**config.mk**
```make
export PLATFORM = sky130hd
export DESIGN_NAME = shapool_job_ctrl
export DESIGN_NICKNAME = d
export VERILOG_FILES = /design/src/rtl/shapool_job_ctrl.sv
export SDC_FILE = /design/constraint.sdc
export NUM_CORES = 1
export LEC_CHECK = 0
export CORE_AREA = 2 2 311 313
export CTS_CLUSTER_SIZE = 28
export DETAILED_ROUTE_END_ITERATION = 16
export DIE_AREA = 0 0 313 315
export PLACE_DENSITY = 0.55
export SLEW_MARGIN = 20
export SYNTH_ARGS = -nofsm -noshare
export SYNTH_HDL_FRONTEND = slang
export SYNTH_SLANG_ARGS = --single-unit
```
**constraint.sdc**
```tcl
create_clock -name clk -period 15.1 [get_ports clk]
set_input_delay 3.02 -clock clk [delete_from_list [all_inputs] [get_ports clk]]
set_output_delay 3.02 -clock clk [all_outputs]
set_load 0.005 [all_outputs]
```
**src/rtl/shapool_job_ctrl.sv**
```systemverilog
// Job sequencer for one shapool instance: loads a job, runs the pool, rebuilds the winning nonce.
// Optional: define SHAPOOL_JOB_CTRL_RESUME_EN to resume the search after each reported win.
module shapool_job_ctrl #(
    parameter int POOL_SIZE      = 2,
    parameter int POOL_SIZE_LOG2 = 1,
    parameter int NONCE_LAG      = 2
) (
    input  logic         clk,
    input  logic         reset,
    input  logic         job_valid,
    output logic         job_ready,
    input  logic [255:0] job_sha_state,
    input  logic [95:0]  job_message_head,
    input  logic [7:0]   job_nonce_start_MSB,
    input  logic         abort,
    output logic         pool_reset_n,
    output logic [255:0] pool_sha_state,
    output logic [95:0]  pool_message_head,
    output logic [7:0]   pool_nonce_start_MSB,
    input  logic         pool_success,
    input  logic [31:0]  pool_nonce,
    input  logic [7:0]   pool_match_flags,
    output logic         result_valid,
    input  logic         result_ready,
    output logic [31:0]  result_nonce,
    output logic [7:0]   result_flags,
    output logic         busy,
    output logic         exhausted
);

    localparam int NL = 32 - POOL_SIZE_LOG2;
    localparam int IW = NL + 2;
    localparam logic [IW-1:0] ITER_LIMIT = IW'((64'd1 << NL) + 64'(NONCE_LAG));

    typedef enum logic [2:0] {
        S_IDLE,
        S_LOAD,
        S_RUN,
        S_REPORT,
        S_DONE
    } state_t;

    state_t         state_q, state_d;
    logic           load_cnt_q, load_cnt_d;
    logic [5:0]     phase_q, phase_d;
    logic [IW-1:0]  iter_q, iter_d;
    logic           exhausted_q, exhausted_d;
    logic           job_ready_q, job_ready_d;
    logic [255:0]   sha_q, sha_d;
    logic [95:0]    head_q, head_d;
    logic [7:0]     msb_q, msb_d;
    logic [31:0]    res_nonce_q, res_nonce_d;
    logic [7:0]     res_flags_q, res_flags_d;

    logic [POOL_SIZE_LOG2-1:0] win_unit;
    logic [NL-1:0]             win_lower;
    logic [31:0]               win_word;
    logic                      unused_bits;

    // Lowest-indexed matching pipeline wins; the loop runs high-to-low so the last hit sticks.
    always_comb begin
        win_unit = '0;
        for (int i = POOL_SIZE - 1; i >= 0; i--) begin
            if (pool_match_flags[i]) win_unit = POOL_SIZE_LOG2'(i);
        end
        win_lower = pool_nonce[NL-1:0] - NL'(NONCE_LAG);
        win_word  = {win_unit, win_lower} ^ {msb_q, 24'b0};
    end

    assign unused_bits = ^pool_nonce;

    // NOTE: every always_comb output gets a default first so no path can leave it unassigned (no latches).
    always_comb begin
        state_d     = state_q;
        load_cnt_d  = load_cnt_q;
        phase_d     = phase_q;
        iter_d      = iter_q;
        exhausted_d = exhausted_q;
        sha_d       = sha_q;
        head_d      = head_q;
        msb_d       = msb_q;
        res_nonce_d = res_nonce_q;
        res_flags_d = res_flags_q;

        if (abort && (state_q inside {S_LOAD, S_RUN, S_REPORT})) begin
            state_d = S_IDLE;
        end else begin
            case (state_q)
                S_IDLE, S_DONE: begin
                    if (job_valid && job_ready_q) begin
                        sha_d      = job_sha_state;
                        head_d     = job_message_head;
                        msb_d      = job_nonce_start_MSB;
                        load_cnt_d = 1'b0;
                        state_d    = S_LOAD;
                    end
                end
                S_LOAD: begin
                    phase_d     = '0;
                    iter_d      = '0;
                    exhausted_d = 1'b0;
                    if (load_cnt_q) state_d = S_RUN;
                    else            load_cnt_d = 1'b1;
                end
                S_RUN, S_REPORT: begin
                    // Counters track the pool round in both states; iterations saturate at the limit.
                    phase_d = phase_q + 6'd1;
                    if (phase_q == 6'd63 && iter_q != ITER_LIMIT) iter_d = iter_q + IW'(1);
                    if (state_q == S_RUN) begin
                        if (pool_success && phase_q == 6'd0) begin
                            res_nonce_d = win_word;
                            res_flags_d = pool_match_flags;
                            state_d     = S_REPORT;
                        end else if (iter_q == ITER_LIMIT) begin
                            exhausted_d = 1'b1;
                            state_d     = S_DONE;
                        end
                    end else if (result_ready) begin
`ifdef SHAPOOL_JOB_CTRL_RESUME_EN
                        state_d = S_RUN;
`else
                        exhausted_d = 1'b0;
                        state_d     = S_DONE;
`endif
                    end
                end
                default: state_d = S_IDLE;
            endcase
        end

        job_ready_d = (state_d == S_IDLE) || (state_d == S_DONE);
    end

    // NOTE: sequential state uses non-blocking assignments so all flops update together at the edge.
    always_ff @(posedge clk or posedge reset) begin
        if (reset) begin
            state_q     <= S_IDLE;
            load_cnt_q  <= 1'b0;
            phase_q     <= '0;
            iter_q      <= '0;
            exhausted_q <= 1'b0;
            job_ready_q <= 1'b0;
            sha_q       <= '0;
            head_q      <= '0;
            msb_q       <= '0;
            res_nonce_q <= '0;
            res_flags_q <= '0;
        end else begin
            state_q     <= state_d;
            load_cnt_q  <= load_cnt_d;
            phase_q     <= phase_d;
            iter_q      <= iter_d;
            exhausted_q <= exhausted_d;
            job_ready_q <= job_ready_d;
            sha_q       <= sha_d;
            head_q      <= head_d;
            msb_q       <= msb_d;
            res_nonce_q <= res_nonce_d;
            res_flags_q <= res_flags_d;
        end
    end

    assign job_ready            = job_ready_q;
    assign pool_reset_n         = (state_q == S_RUN) || (state_q == S_REPORT);
    assign pool_sha_state       = sha_q;
    assign pool_message_head    = head_q;
    assign pool_nonce_start_MSB = msb_q;
    assign result_valid         = (state_q == S_REPORT);
    assign result_nonce         = res_nonce_q;
    assign result_flags         = res_flags_q;
    assign busy                 = state_q inside {S_LOAD, S_RUN, S_REPORT};
    assign exhausted            = exhausted_q;

endmodule

```
Word-level counts from Yosys, hierarchy flattened
Cells that the tools add are included.
{"block": "word_totals", "out_inout_bits": 405, "in_bits": 406, "wordCells": 69, "regBits": 445}
{"block": "op_classes", "n_eq_ne": 13, "bitwise": 2, "n_mux": 20, "addsub": 3, "reduce_logical": 20}
{"cell": "33-bit case mux with 2 select lines", "n": 1}
{"cell": "33-bit by 1-bit adder with 33-bit output (second input constant)", "n": 1}
{"cell": "33-bit by 32-bit equality test with 1-bit output (second input constant)", "n": 1}
{"cell": "33-bit 2-to-1 mux", "n": 1}
{"cell": "33-bit by 32-bit != test with 1-bit output (second input constant)", "n": 1}
{"cell": "32-bit bitwise XOR", "n": 1}
{"cell": "31-bit by 2-bit subtractor with 31-bit output (second input constant)", "n": 1}
{"cell": "3-bit 2-to-1 mux", "n": 7}
{"cell": "6-bit case mux with 2 select lines", "n": 1}
{"cell": "3-bit != test (second input constant)", "n": 3}
{"cell": "3-bit case mux with 3 select lines", "n": 1}
{"cell": "3-bit AND reduction", "n": 3}
{"cell": "1-bit 2-to-1 mux", "n": 7}
{"cell": "6-bit by 1-bit adder with 6-bit output (second input constant)", "n": 1}
{"cell": "3-bit by 2-bit equality test with 1-bit output (second input constant)", "n": 2}
{"cell": "3-bit equality test (second input constant)", "n": 2}
{"cell": "6-bit equality test (second input constant)", "n": 1}
{"cell": "3-bit zero test", "n": 2}
{"cell": "6-bit zero test", "n": 1}
{"cell": "5-bit AND reduction", "n": 1}
{"cell": "1-bit logical AND", "n": 4}
{"cell": "2-bit != test (second input constant)", "n": 2}
{"cell": "1-bit case mux with 2 select lines", "n": 2}
{"cell": "4-bit AND reduction", "n": 1}
{"cell": "other kinds (7)", "n": 10}

Logic depth before layout (Yosys ltp)
Gate-level depths: netlist of the first run.
{"block": "depth", "word_depth": 8, "ltp_mapped": 8, "mapped_depth_nobuf": 7}

Worst setup path before layout of the first run
No wires, ideal clock.
{"block": "synth_path", "kind": "in2reg", "start": "input pool_nonce[19]", "end": "register res_nonce_q[30] (netlist: result_nonce[30])", "n_path_buf": 0, "required_time_ps": 15029, "setup_time_ps": 71, "t_arrival_ps": 4930, "slack_ps": 10099, "stages": 5, "cell_sequence": "or4_4 > or4_4 > or3_1 > or4_1 > nand3_1"}
{"block": "synth_via", "elab_chain_cells": 2}
{"element": "start: declaration", "line": "21", "rtl": "input logic [31:0] pool_nonce,"}
{"element": "31-bit by 2-bit subtractor with 31-bit output", "line": "66", "rtl": "win_lower = pool_nonce[NL-1:0] - NL'(NONCE_LAG);"}
{"element": "32-bit bitwise XOR", "line": "67", "rtl": "win_word = {win_unit, win_lower} ^ {msb_q, 24'b0};"}
{"element": "end signal: assignment", "line": "158", "rtl": "res_nonce_q <= res_nonce_d;"}
{"element": "end: declaration", "line": "52", "rtl": "logic [31:0] res_nonce_q, res_nonce_d;"}
No other way between the ends.
A chain may end at the register's enable or synchronous reset.

Final worst setup path of the first run
{"block": "layout_path", "start": "input job_valid", "end": "register head_q[2] (netlist: pool_message_head[2])"}
{"block": "layout_via", "elab_chain_cells": 2}
{"element": "start: declaration", "line": "10", "rtl": "input logic job_valid,"}
{"element": "1-bit logical AND", "line": "90", "rtl": "if (job_valid && job_ready_q) begin"}
{"element": "3-bit AND reduction (no source line)"}
{"element": "end signal: assignment", "line": "144", "rtl": "head_q <= '0;"}
{"element": "end signal: assignment", "line": "156", "rtl": "head_q <= head_d;"}
{"element": "end: declaration", "line": "50", "rtl": "logic [95:0] head_q, head_d;"}
No other way between the ends.

==> results of run 1 <==
worst max path at each step:
stage	to	cells after the start	slack (ns)
floorplan	exhausted	1	6.06
global placement	pool_sha_state[78]	6	8.49
detailed placement	pool_sha_state[205]	6	8.40
CTS	pool_sha_state[205]	6	9.10
global route	pool_sha_state[11]	6	8.85
finish	pool_message_head[2]	6	9.08
cell families (layout without fill, tap and decap cells):
group	Yosys count	in the layout	share of synthesized area, %
buf+inv	73	942	1.55
xor+xnor	46	46	2.27
fa+ha+maj	5	5	0.353
other cells	0	2	0
flops	445	445	62.8
mux	363	363	23.1
simple gates	240	240	7.04
compound gates	88	88	2.88
worst register-to-register path, stage by stage (launching register included):
cell,delay (ns)
sky130_fd_sc_hd__dfrtp_1,0.53
sky130_fd_sc_hd__nor3_2,0.83
sky130_fd_sc_hd__buf_4,0.76
sky130_fd_sc_hd__buf_4,0.89
sky130_fd_sc_hd__mux2_2,0.54
power by group:
part           total (W)  internal [W]  switching (W)  leakage (nW)
Combinational    0.00236       0.00153       0.000831          5.29
Sequential       0.00207       0.00174       0.000324          5.38
Clock            0.00136      0.000792       0.000564         0.910
Total            0.00579       0.00407        0.00172          11.6
sequential cells by signal, summed over array words and instances, names as in the netlist, 3 cells and up:
signal / count
phase_q: 6
pool_sha_state: 256
result_flags: 8
state_q: 3
pool_message_head: 96
iter_q: 33
pool_nonce_start_MSB: 8
result_nonce: 32
stage by stage:
| stage | setup slack, ns | instances |
|---|---|---|
| 6_report | 9.08 | 3407 |
| 5_1_grt | 8.85 | 3405 |
| 4_1_cts | 9.10 | 3404 |
| 3_5_place_dp | 8.40 | 3299 |
| 3_3_place_gp | 8.49 | 3299 |
| 2_1_floorplan | 6.06 | 1260 |
cells in the mapped netlist, drive strengths merged:
master	count	area, um^2
or3	19	119
o31ai	7	52.6
xor2	19	166
a31oi	2	12.5
nor3	15	75.1
a22o	4	35.0
and3	4	25.0
o21a	2	15.0
mux2i	1	10.0
nand3b	3	22.5
and4	1	8.76
dfrtp	445	11100
a21oi	17	85.1
mux2	362	4080
ha	5	62.6
nor3b	1	7.51
and2	5	31.3
nand4b	3	26.3
or2	2	12.5
nor4b	3	26.3
o21bai	1	7.51
a21o	1	7.51
nand2	78	293
a32o	1	10.0
nor2	31	116
nor2b	2	12.5
nor4	15	109
inv	14	52.6
o21ai	46	230
o211ai	5	37.5
clkbuf	50	188
o22a	1	8.76
nand2b	2	12.5
or4	13	108
xnor2	27	236
buf	9	35.0
nand3	24	120
o32ai	1	8.76
nor4bb	1	10.0
nand4	18	113
final cells by class:
type	instances	area, um^2
clock inverters	28	283
clock buffers	77	1590
inverters	14	56.3
repair buffers	823	8250
flip-flops and latches	445	11100
fillers	9587	66500
well taps	1276	1600
diodes	2	5.00
multi-input cells	742	6330
routing by layer:
layer / GRT usage [%] / routed length, um / vias to the layer above
met2: 21.2 / 32000 / 545
met5: 0 / 90 / -
li1: - / - / 6155
met1: 15.7 / 26800 / 6782
met3: 5.89 / 6830 / 113
met4: 4.89 / 2160 / 16
==> impl_summary.md, run 1 <==
Clocking
TritonCTS built the clock tree. The TritonCTS buffer count is 56. For this design, the sink count on the clock tree is 445.

The number of gates given a new drive strength after cts is 0. The cts-stage hold buffer count is 0. The H-tree generated during clock tree synthesis spans 2 levels. The worst-skew pair later-pin latency is 0.64 ns. The buffer count from post-CTS setup fixing is 0.

The root buffer cell is sky130_fd_sc_hd__clkbuf_16. After clock tree synthesis, the clock-pin slew on the worst setup and hold paths is 0.06 ns. The buffer levels on the longest clock path is 3.

Route
The first detailed-routing pass ran for 5 iterations. In this run the remaining antenna-violating nets after routing total 0. The routed length per placed instance is 19.9 um. The remaining design rule violation count is 0. The number of vias in the routed layout is 13600. Dividing the detail-routed via count by the number of cells gives 4.00.

The routed design has 67900 um of wire. The DRC marker count from the first detailed-route iteration is 634.

Setup path
For the worst setup path, the data required time is 15.61 ns. In this run the register-to-register setup slack is 11.43 ns. The kind of capture point of the worst setup path is a register. The top fanout value on the critical path is 72. Walking the worst path, the cells encountered are clkdlybuf4s50_1 > nand2_1 > nor3_2 > buf_4 > buf_4 > mux2_2.

The combined buffer and inverter count along the critical path is 3. The launching element type of the critical path is an input pin. Counting cells, the worst reg-to-reg path comes to 4. The worst register-to-register path begins at state_q[1]. The most numerous cell type found on the critical path is sky130_fd_sc_hd__buf_4. The setup path with the least slack is of type input pin to register.

The endpoint of the worst register-to-register path is pool_message_head[2]. The family of cells with the greatest summed delay on the critical path is buffers and inverters. STA puts the critical path data arrival time at 6.53 ns. Among all stages on the critical path, the largest delay is contributed by sky130_fd_sc_hd__buf_4.

The maximum cell stage delay along the critical path is 0.82 ns. The worst setup path startpoint is job_valid.

Pwr
The overall power of the completed layout is 0.00579 W. The power density over the cells is 198 mW/mm^2. Across the VDD grid, the largest voltage drop is 0.0958 mV. The analysis attributes to cell leakage a power of 11.6 nW.

Cells and area
The leading cell type in the layout, fill and taps excluded is sky130_fd_sc_hd__clkdlybuf4s50_1. Once layout is complete, the utilization of the core stands at 30.6%. In the final design database the tool counted 2493 nets. The area growth from synthesis to layout is 65.0%. Leaving out fill and tap cells, the most frequent cells in the layout are sky130_fd_sc_hd__clkdlybuf4s50_1 (809), sky130_fd_sc_hd__dfrtp_1 (445), sky130_fd_sc_hd__mux2_2 (362), sky130_fd_sc_hd__nand2_1 (78), sky130_fd_sc_hd__clkbuf_16 (56).

The share of final-layout standard cells stronger than drive strength 1 is 22.7%. The finished cells cover 0.0292 mm^2.

STA
Setup repair after global routing left no endpoint under its margin. In the finished design, the share of the clock period the worst path needs comes to 39.9%. For the final routed database, the setup TNS stands at 0 ns. Final hold analysis gives a worst-case slack of 0.479 ns. The clock skew is 0.0253 ns.

The fmax is 0.166 GHz. The number of failing setup endpoints in the final timing report is 0. Measured against its own limit, the worst slew margin works out to 35.0%.

The count of final max-slew check failures came to 0. The number of hold violations in the final report is 0. The minimum clock period after layout is 6.02 ns. The transition time at the pin with the least slew margin is 0.975 ns.

GRT
The total congestion overflow is 0. The global-route wire length before repair is 97700 um. The number of global-route vias before repair was 14400.

The initial antenna violation count is 15. Entering global routing, the biggest net connects 175 pins. Across every metal layer, demand over resource in global routing totals 13.3%.

Synthesis
Each instance of the synthesized netlist takes up on average 14.1 um^2. The post-synthesis sequential element count is 445. The Yosys step of the flow raised 0 warnings. The number of nets in the synthesized netlist is 1671. Sequential cells were found to cover 62.8% of the synthesized design area. The summed instance area of the synthesized netlist is 0.0177 mm^2.

Counting distinct cell types in the post-synthesis netlist gives 45. The instance count of the mapped netlist is 1260.

Min path
The worst hold path terminates at result_nonce[4]. The worst hold path passes through 2 cells. The worst hold path belongs to the class register to register. The worst hold path begins at result_nonce[4].

Die
After floorplanning, the core was divided into 114 placement rows. The initial core utilization is 18.5%. The region available for standard cell placement spans 0.0957 mm^2. Measured along the y axis, the die boundary spans 315 um. The floorplan die area is 0.0986 mm^2. The width of the chip is 313 um. 811 I/O pins were placed.

Placement
Detailed placement ended at an HPWL of 52500 um. The congestion estimate from routability-driven global placement came to 0.866. The number of port buffers is 809. The cell area after placement is 0.0273 mm^2.

Status
The run finished with clean final reports.

Flow run
The number of maximum-capacitance violations is 0.
No activity file was read; power rests on OpenSTA's default activity.
==> run 2, diff against run 1 <==
==> constraint.sdc (replaced) <==
create_clock -name clk -period 5.2 [get_ports clk]
set_input_delay 1.04 -clock clk [delete_from_list [all_inputs] [get_ports clk]]
set_output_delay 1.04 -clock clk [all_outputs]
set_load 0.005 [all_outputs]
==> run 2 against run 1 <==
Sequential power rose to 2.9 times the previous value. Non-clock buffer count rose by 5. Worst hold slack got worse by 0.0040 ns. Combinational power rose to 2.9 times the previous value. Register-to-register slack got worse by 8.9 ns. Power rose to 2.9 times the previous value. Sequential share of layout area fell by 0.099 points. Global-route usage fell by 0.063 points. Critical path type is now register to output pin. Largest cell class unchanged. Largest power group unchanged. Highest routed layer unchanged.
==> impl_summary.md, run 2 (same netlist as run 1, synthesis figures left out) <==
Route
The DRC marker count from the first detailed-route iteration is 532 (-16%). The remaining design rule violation count is 0 (unchanged). The average via count per standard cell is 4.00 (about the same). The number of antenna-violating nets in the routed design is 0 (unchanged). The total length of routed wires is 67600 um (-0.43%). The iteration count of the initial detailed-routing pass was 5 (unchanged).

The number of vias in the routed layout is 13600 (+0.12%). The routed length per placed instance is 19.8 um (-0.49%).

Die
The die height is 315 um (unchanged). The number of ports placed on the die boundary is 811 (unchanged). The floorplan die area came to 0.0986 mm^2 (unchanged). The total number of placement rows is 114 (unchanged). The initial core utilization is 18.5% (unchanged). The width of the chip is 313 um (unchanged). The area of the core is 0.0957 mm^2 (unchanged).

Placement
The half-perimeter wire length after detailed placement is 52800 um (+0.56%). The placer's final routability congestion estimate is 0.863 (-0.40%). The number of port buffers came to 809 (unchanged).

Clocking
The number of gates given a new drive strength after cts is 0 (unchanged). The clock input transition at the sequential cells of the worst setup and hold paths came to 0.06 ns (about the same). The cts-stage hold buffer count is 0 (unchanged).

The root buffer cell is sky130_fd_sc_hd__clkbuf_16. TritonCTS built the clock tree. The worst-skew pair later-pin latency is 0.63 ns (about the same). The TritonCTS buffer count came to 55 (-1.8%). The H-tree depth reported by CTS came to 2 (unchanged). The buffer levels on the longest clock path was 3 (unchanged). The buffer count from post-CTS setup fixing is 0 (unchanged). The count of clock tree sinks is 445 (unchanged).

Pwr
The net load switching power was 0.00495 W (+190%). The net switching share of the total power came to 29.3% (-0.37 points). The static leakage is 11.6 nW (+0.35%).

The clock power share came to 23.3% (about the same). The share of total power in sequential cells is 35.6% (about the same). The internal power component is 0.0119 W (+190%).

The power density over the cells is 575 mW/mm^2 (+190%). The overall power of the completed layout is 0.0169 W (+190%). The worst vdd rail ir drop was 0.293 mV (+210%). The portion of total power attributed to combinational logic is 41.1% (+0.2 points).

Min path
The worst min-delay path class is register to register.

Cells and area
The top cell types in the final layout, fill and taps aside, are sky130_fd_sc_hd__clkdlybuf4s50_1 (809), sky130_fd_sc_hd__dfrtp_1 (445), sky130_fd_sc_hd__mux2_2 (362), sky130_fd_sc_hd__nand2_1 (78), sky130_fd_sc_hd__clkbuf_16 (56). Compared with the post-synthesis result, the final layout area differs by 65.5%. The final core utilization is 30.6% (+0.080 points). The number of nets in the final layout is 2497 (+0.16%).

The share of final-layout standard cells stronger than drive strength 1 is 22.5% (-0.21 points). The flip-flop count of the largest register after layout is 256 (unchanged). The number of fill cells is 9670 (+0.87%). Leaving out fill and tap cells, the most frequent cell in the layout is sky130_fd_sc_hd__clkdlybuf4s50_1.

Setup path
The data required time of the worst path was 4.16 ns (-11.45 ns). The worst setup path is launched from a register. The arrival time reported for the critical path endpoint was 2.23 ns (-4.30 ns).

The worst setup path is of the register to output pin kind. The top fanout value on the critical path came to 15 (-79%). STA classifies the critical path endpoint as an output pin.

STA
The transition time at the pin with the least slew margin is 0.948 ns (-0.0276 ns). The number of hold violations in the final report came to 0 (unchanged). Setup repair after global routing left no endpoint under its margin. The normalized max-slew margin is 36.8% (+1.8 points). The post-route fraction of the period consumed by the critical path is 62.9%.

The fmax is 0.306 GHz. The number of failing setup endpoints in the final timing report is 0 (unchanged). The clock skew is 0.0303 ns (+0.00493 ns). The count of final max-slew check failures is 0 (unchanged). The final-layout setup total negative slack is 0 ns (unchanged). The routed design could run at a clock period as short as 3.27 ns.

Flow run
The number of maximum-capacitance violations is 0 (unchanged).

GRT
The global-route usage over all layers is 13.2% (-0.063 points). The total congestion overflow is 0 (unchanged). The pin count of the biggest net entering global routing is 129 (-26%). The initial antenna violation count is 13 (-2).

The number of global-route vias before repair came to 14300 (-0.63%). The global-route wire length before repair was 98000 um (+0.25%).

Status
The run finished with clean final reports.
[run 2: cell count changes in the layout (fill, tap and decap cells not counted), moves of 2 or more]
| cell | change |
|---|---|
| sky130_fd_sc_hd__buf_12 | +6 |
| sky130_fd_sc_hd__clkbuf_1 | +6 |
| sky130_fd_sc_hd__clkinvlp_4 | -4 |
| sky130_fd_sc_hd__clkinv_2 | -3 |
| sky130_fd_sc_hd__bufinv_16 | +2 |
| sky130_fd_sc_hd__clkinv_8 | -2 |
[run 2: worst max-delay path, cell delays in order (launching register included)]
cell,delay (ns)
sky130_fd_sc_hd__dfrtp_1,0.61
sky130_fd_sc_hd__nand2b_1,0.23
sky130_fd_sc_hd__inv_1,0.12
sky130_fd_sc_hd__and2_1,0.13
sky130_fd_sc_hd__clkdlybuf4s50_1,0.53
[run 2: stage by stage]
stage	area [um^2]	instances	worst slack, ns	hold WS (ns)
after floorplan	17700	1260	-1.86	0.470
after global placement	27500	3305	1.53	0.469
after detailed placement	27500	3305	1.47	0.469
after CTS	29300	3407	1.87	0.481
after global routing	29300	3408	1.80	0.511
final	29300	3409	1.93	0.475
[run 2: worst paths after layout]
path	slack (ns)	to	from	depth (start not counted)
min in group asynchronous	0.80	pool_sha_state[99]	reset	2
min reg2reg	0.48	result_flags[4]	result_flags[4]	2
max in group asynchronous	3.27	phase_q[3]	reset	3
max	1.93	result_valid	state_q[1]	4
min	0.48	result_flags[4]	result_flags[4]	2
max reg2reg	2.55	iter_q[29]	iter_q[4]	5
[run 2: metal layers]
layer	up-vias	GRT usage [%]	share of wire (%)
met5	-	0	0.15
met4	16	4.24	2.5
met3	95	5.96	11
met2	536	21.4	48
met1	6830	15.6	39
li1	6151	-	-
[run 2: area by class of cell]
class                           count  area, um^2  area share (%)
Sequential cell                   445       11100            38.0
Timing Repair Buffer              828        8340            28.4
Multi-Input combinational cell    742        6330            21.6
Clock buffer                       83        1610            5.50
Tap cell                         1276        1600            5.45
Clock inverter                     19         248           0.845
Inverter                           14        56.3           0.192
Antenna cell                        2        5.00          0.0171
[run 2: power by group through the flow]
stage / logic [W] / registers [W] / clock network (W)
global placement: 0.00704 / 0.00600 / 0
detailed placement: 0.00709 / 0.00606 / 0
finish: 0.00693 / 0.00601 / 0.00393
global route: 0.00743 / 0.00623 / 0.00424
CTS: 0.00712 / 0.00603 / 0.00410
floorplan: 0.00235 / 0.00602 / 0
==> run 3, diff against run 2 <==
==> constraint.sdc (replaced) <==
create_clock -name clk -period 2.8 [get_ports clk]
set_input_delay 0.56 -clock clk [delete_from_list [all_inputs] [get_ports clk]]
set_output_delay 0.56 -clock clk [all_outputs]
set_load 0.005 [all_outputs]
==> run 3 against run 2 <==
Via count is 1.5% higher. Combinational power is 89% higher. Cell count is 2.1% higher. Worst hold slack worse by 0.096 ns. Highest routed layer unchanged.
==> impl_summary.md, run 3 (same netlist as run 1, synthesis figures left out) <==
Setup path
The type of the worst setup path is register to output pin. The source of the worst register-to-register timing path is phase_q[2]. The setup slack of the most critical reg-to-reg path was 0.47 ns (-2.08 ns).

Walking the worst path, the cells encountered are nand2b_1 > inv_1 > and2_1 > clkdlybuf4s50_1. The arrival time reported for the critical path endpoint is 2.05 ns (-0.18 ns). The kind of capture point of the worst setup path is an output pin. The worst setup path startpoint is state_q[1].

The top fanout value on the critical path was 15 (unchanged). The slowest stage of the critical path is the sky130_fd_sc_hd__clkdlybuf4s50_1 cell. STA classifies the critical path startpoint as a register.

The maximum cell stage delay along the critical path is 0.52 ns (-0.09 ns). The data required time of the worst path is 2.24 ns (-1.92 ns).

STA
Setup repair after global routing left no endpoint under its margin. The post-route fraction of the period consumed by the critical path is 93.3%. The worst setup slack after layout was 0.188 ns (-1.74 ns).

Static timing analysis puts the maximum clock frequency at 0.383 GHz. The clock skew is 0.0137 ns (-0.0166 ns). The post-route worst hold slack came to 0.379 ns (-0.0962 ns). The number of hold violations in the final report is 0 (unchanged). The normalized max-slew margin came to 60.7% (+24 points).

The transition time at the pin with the least slew margin is 0.587 ns (-0.360 ns). The number of failing setup endpoints in the final timing report is 0 (unchanged). The minimum clock period after layout is 2.61 ns.

The count of final max-slew check failures came to 0 (unchanged).

GRT
The global-route usage over all layers was 13.3% (+0.13 points). The pin count of the biggest net entering global routing came to 86 (-33%). The total congestion overflow is 0 (unchanged).

The initial antenna violation count was 12 (-1). The global-route wire length before repair is 99200 um (+1.3%). The number of global-route vias before repair is 14800 (+3.5%).

Placement
The cell area after placement came to 0.0280 mm^2 (+2.0%). The half-perimeter wire length after detailed placement is 54800 um (+3.9%). The placer's final routability congestion estimate is 0.878 (+1.8%).

The pre-CTS setup slack is -0.221 ns (-1.70 ns). The number of port buffers is 809 (unchanged).

Cells and area
The number of nets in the final layout is 2565 (+2.7%). The share of final-layout standard cells stronger than drive strength 1 is 25.3% (+2.8 points). The final core utilization came to 31.3% (+0.69 points).

The flip-flop count of the largest register after layout came to 256 (unchanged). The cell area after layout is 0.0300 mm^2 (+2.3%). The synthesis-to-layout area growth is 69.2%. The leading cell type in the layout, fill and taps excluded is sky130_fd_sc_hd__clkdlybuf4s50_1. Leaving out fill and tap cells, the most frequent cells in the layout are sky130_fd_sc_hd__clkdlybuf4s50_1 (809), sky130_fd_sc_hd__dfrtp_1 (443), sky130_fd_sc_hd__mux2_2 (362), sky130_fd_sc_hd__nand2_1 (78), sky130_fd_sc_hd__buf_4 (75).

Die
The width of the chip is 313 um (unchanged). The floorplan die area is 0.0986 mm^2 (unchanged). The number of ports placed on the die boundary is 811 (unchanged).

The die height was 315 um (unchanged). The area of the core is 0.0957 mm^2 (unchanged). The initial core utilization is 18.5% (unchanged).

The total number of placement rows was 114 (unchanged).

Clocking
The root buffer cell is sky130_fd_sc_hd__clkbuf_16. The cts-stage hold buffer count is 0 (unchanged). The TritonCTS buffer count was 55 (unchanged).

The clock tree from TritonCTS is built. The worst-skew pair later-pin latency is 0.62 ns (about the same). The clock input transition at the sequential cells of the worst setup and hold paths is 0.06 ns (about the same).

The count of clock tree sinks came to 445 (unchanged). The H-tree depth reported by CTS is 2 (unchanged). The buffer levels on the longest clock path is 3 (unchanged). The buffer count from post-CTS setup fixing is 0 (unchanged).

Pwr
The static leakage is 12.0 nW (+3.3%). The net load switching power was 0.00936 W (+89%). The net switching share of the total power is 29.3% (-0.033 points).

The clock power share came to 23.8% (+0.5 points). The portion of total power attributed to combinational logic is 41.1% (about the same). The internal power component is 0.0226 W (+89%). The share of total power in sequential cells came to 35.1% (-0.5 points). The worst vdd rail ir drop is 0.593 mV (+100%).

The power density over the cells came to 1070 mW/mm^2 (+85%).

Route
The met1 layer wirelength in the final routing came to 26900 um (+2.1%). The number of antenna-violating nets in the routed design came to 0 (unchanged). After detailed routing, no signal wire sits above met5.

The remaining design rule violation count was 0 (unchanged). The total length of routed wires came to 68400 um (+1.1%). The iteration count of the initial detailed-routing pass is 5 (unchanged). The detailed route wirelength on metal2 is 33200 um (+2.5%). The routed length per placed instance is 19.7 um (-0.89%). The met3 layer wire length in the routed design is 6800 um (-4.3%). The number of vias in the routed layout is 13800 (+1.5%). The DRC marker count from the first detailed-route iteration is 642 (+21%). The average via count per standard cell is 3.97 (-0.57%).

Flow run
The number of maximum-capacitance violations is 0 (unchanged).

Min path
The worst min-delay path class is input pin to async pin.

Status
The flow ran to the end, and the final reports show no timing, DRC or antenna violations.
run 3: cell count changes in the layout (fill, tap and decap cells not counted), sizes merged:
cell,change
bufinv,+2
clkinvlp,+1
diode,+1
inv,+3
clkbuf,-2
clkinv,-3
buf,+68
run 3: worst paths after layout:
path | endpoint | cells after the start
max | result_valid | 4
min | pool_sha_state[72] | 3
max reg2reg | result_nonce[28] | 5
min reg2reg | result_nonce[22] | 2
max in group asynchronous | pool_sha_state[168] | 4
min in group clk | result_flags[5] | 3
run 3: layout make-up:
| type | count | area (um^2) |
|---|---|---|
| sequential | 445 | 11100 |
| timing repair buffer | 896 | 8900 |
| clock inverter | 22 | 323 |
| tap | 1276 | 1600 |
| clock buffer | 81 | 1630 |
| antenna | 3 | 7.51 |
| multi-input combinational | 742 | 6330 |
| inverter | 14 | 56.3 |
| fill | 9510 | 65700 |
run 3: routing by layer:
metal  up-vias  GRT usage [%]
li1       6296              -
met1      6896           15.6
met2       515           22.1
met3       105           5.77
met4        16           3.85
met5         -              0
run 3: critical path, delay by kind of cell, from the launching register on:
kind	cells	cell delay, ns
buf+inv	2	0.62
flops	1	0.51
simple gates	2	0.30
run 3: per-stage QoR:
stage	instances	power, W	TNS [ns]
floorplan	1260	0.0156	-1679.96
global placement	3373	0.0245	-0.604
detailed placement	3373	0.0247	-0.533
CTS	3476	0.0326	0
global route	3477	0.0338	0
finish	3479	0.0319	0
run 3: what timing repair did:
item                                    4_1_cts  5_1_grt
endpoints found under the setup margin        1        1
hold endpoints to repair                      0        0
gates resized for setup                       1        1
run 3: power by group through the flow:
stage               registers (W)  logic (W)  clock network (W)
detailed placement         0.0113     0.0134                  0
global placement           0.0112     0.0133                  0
floorplan                  0.0112    0.00437                  0
finish                     0.0112     0.0131            0.00761
CTS                        0.0113     0.0135            0.00789
global route               0.0116     0.0140            0.00816
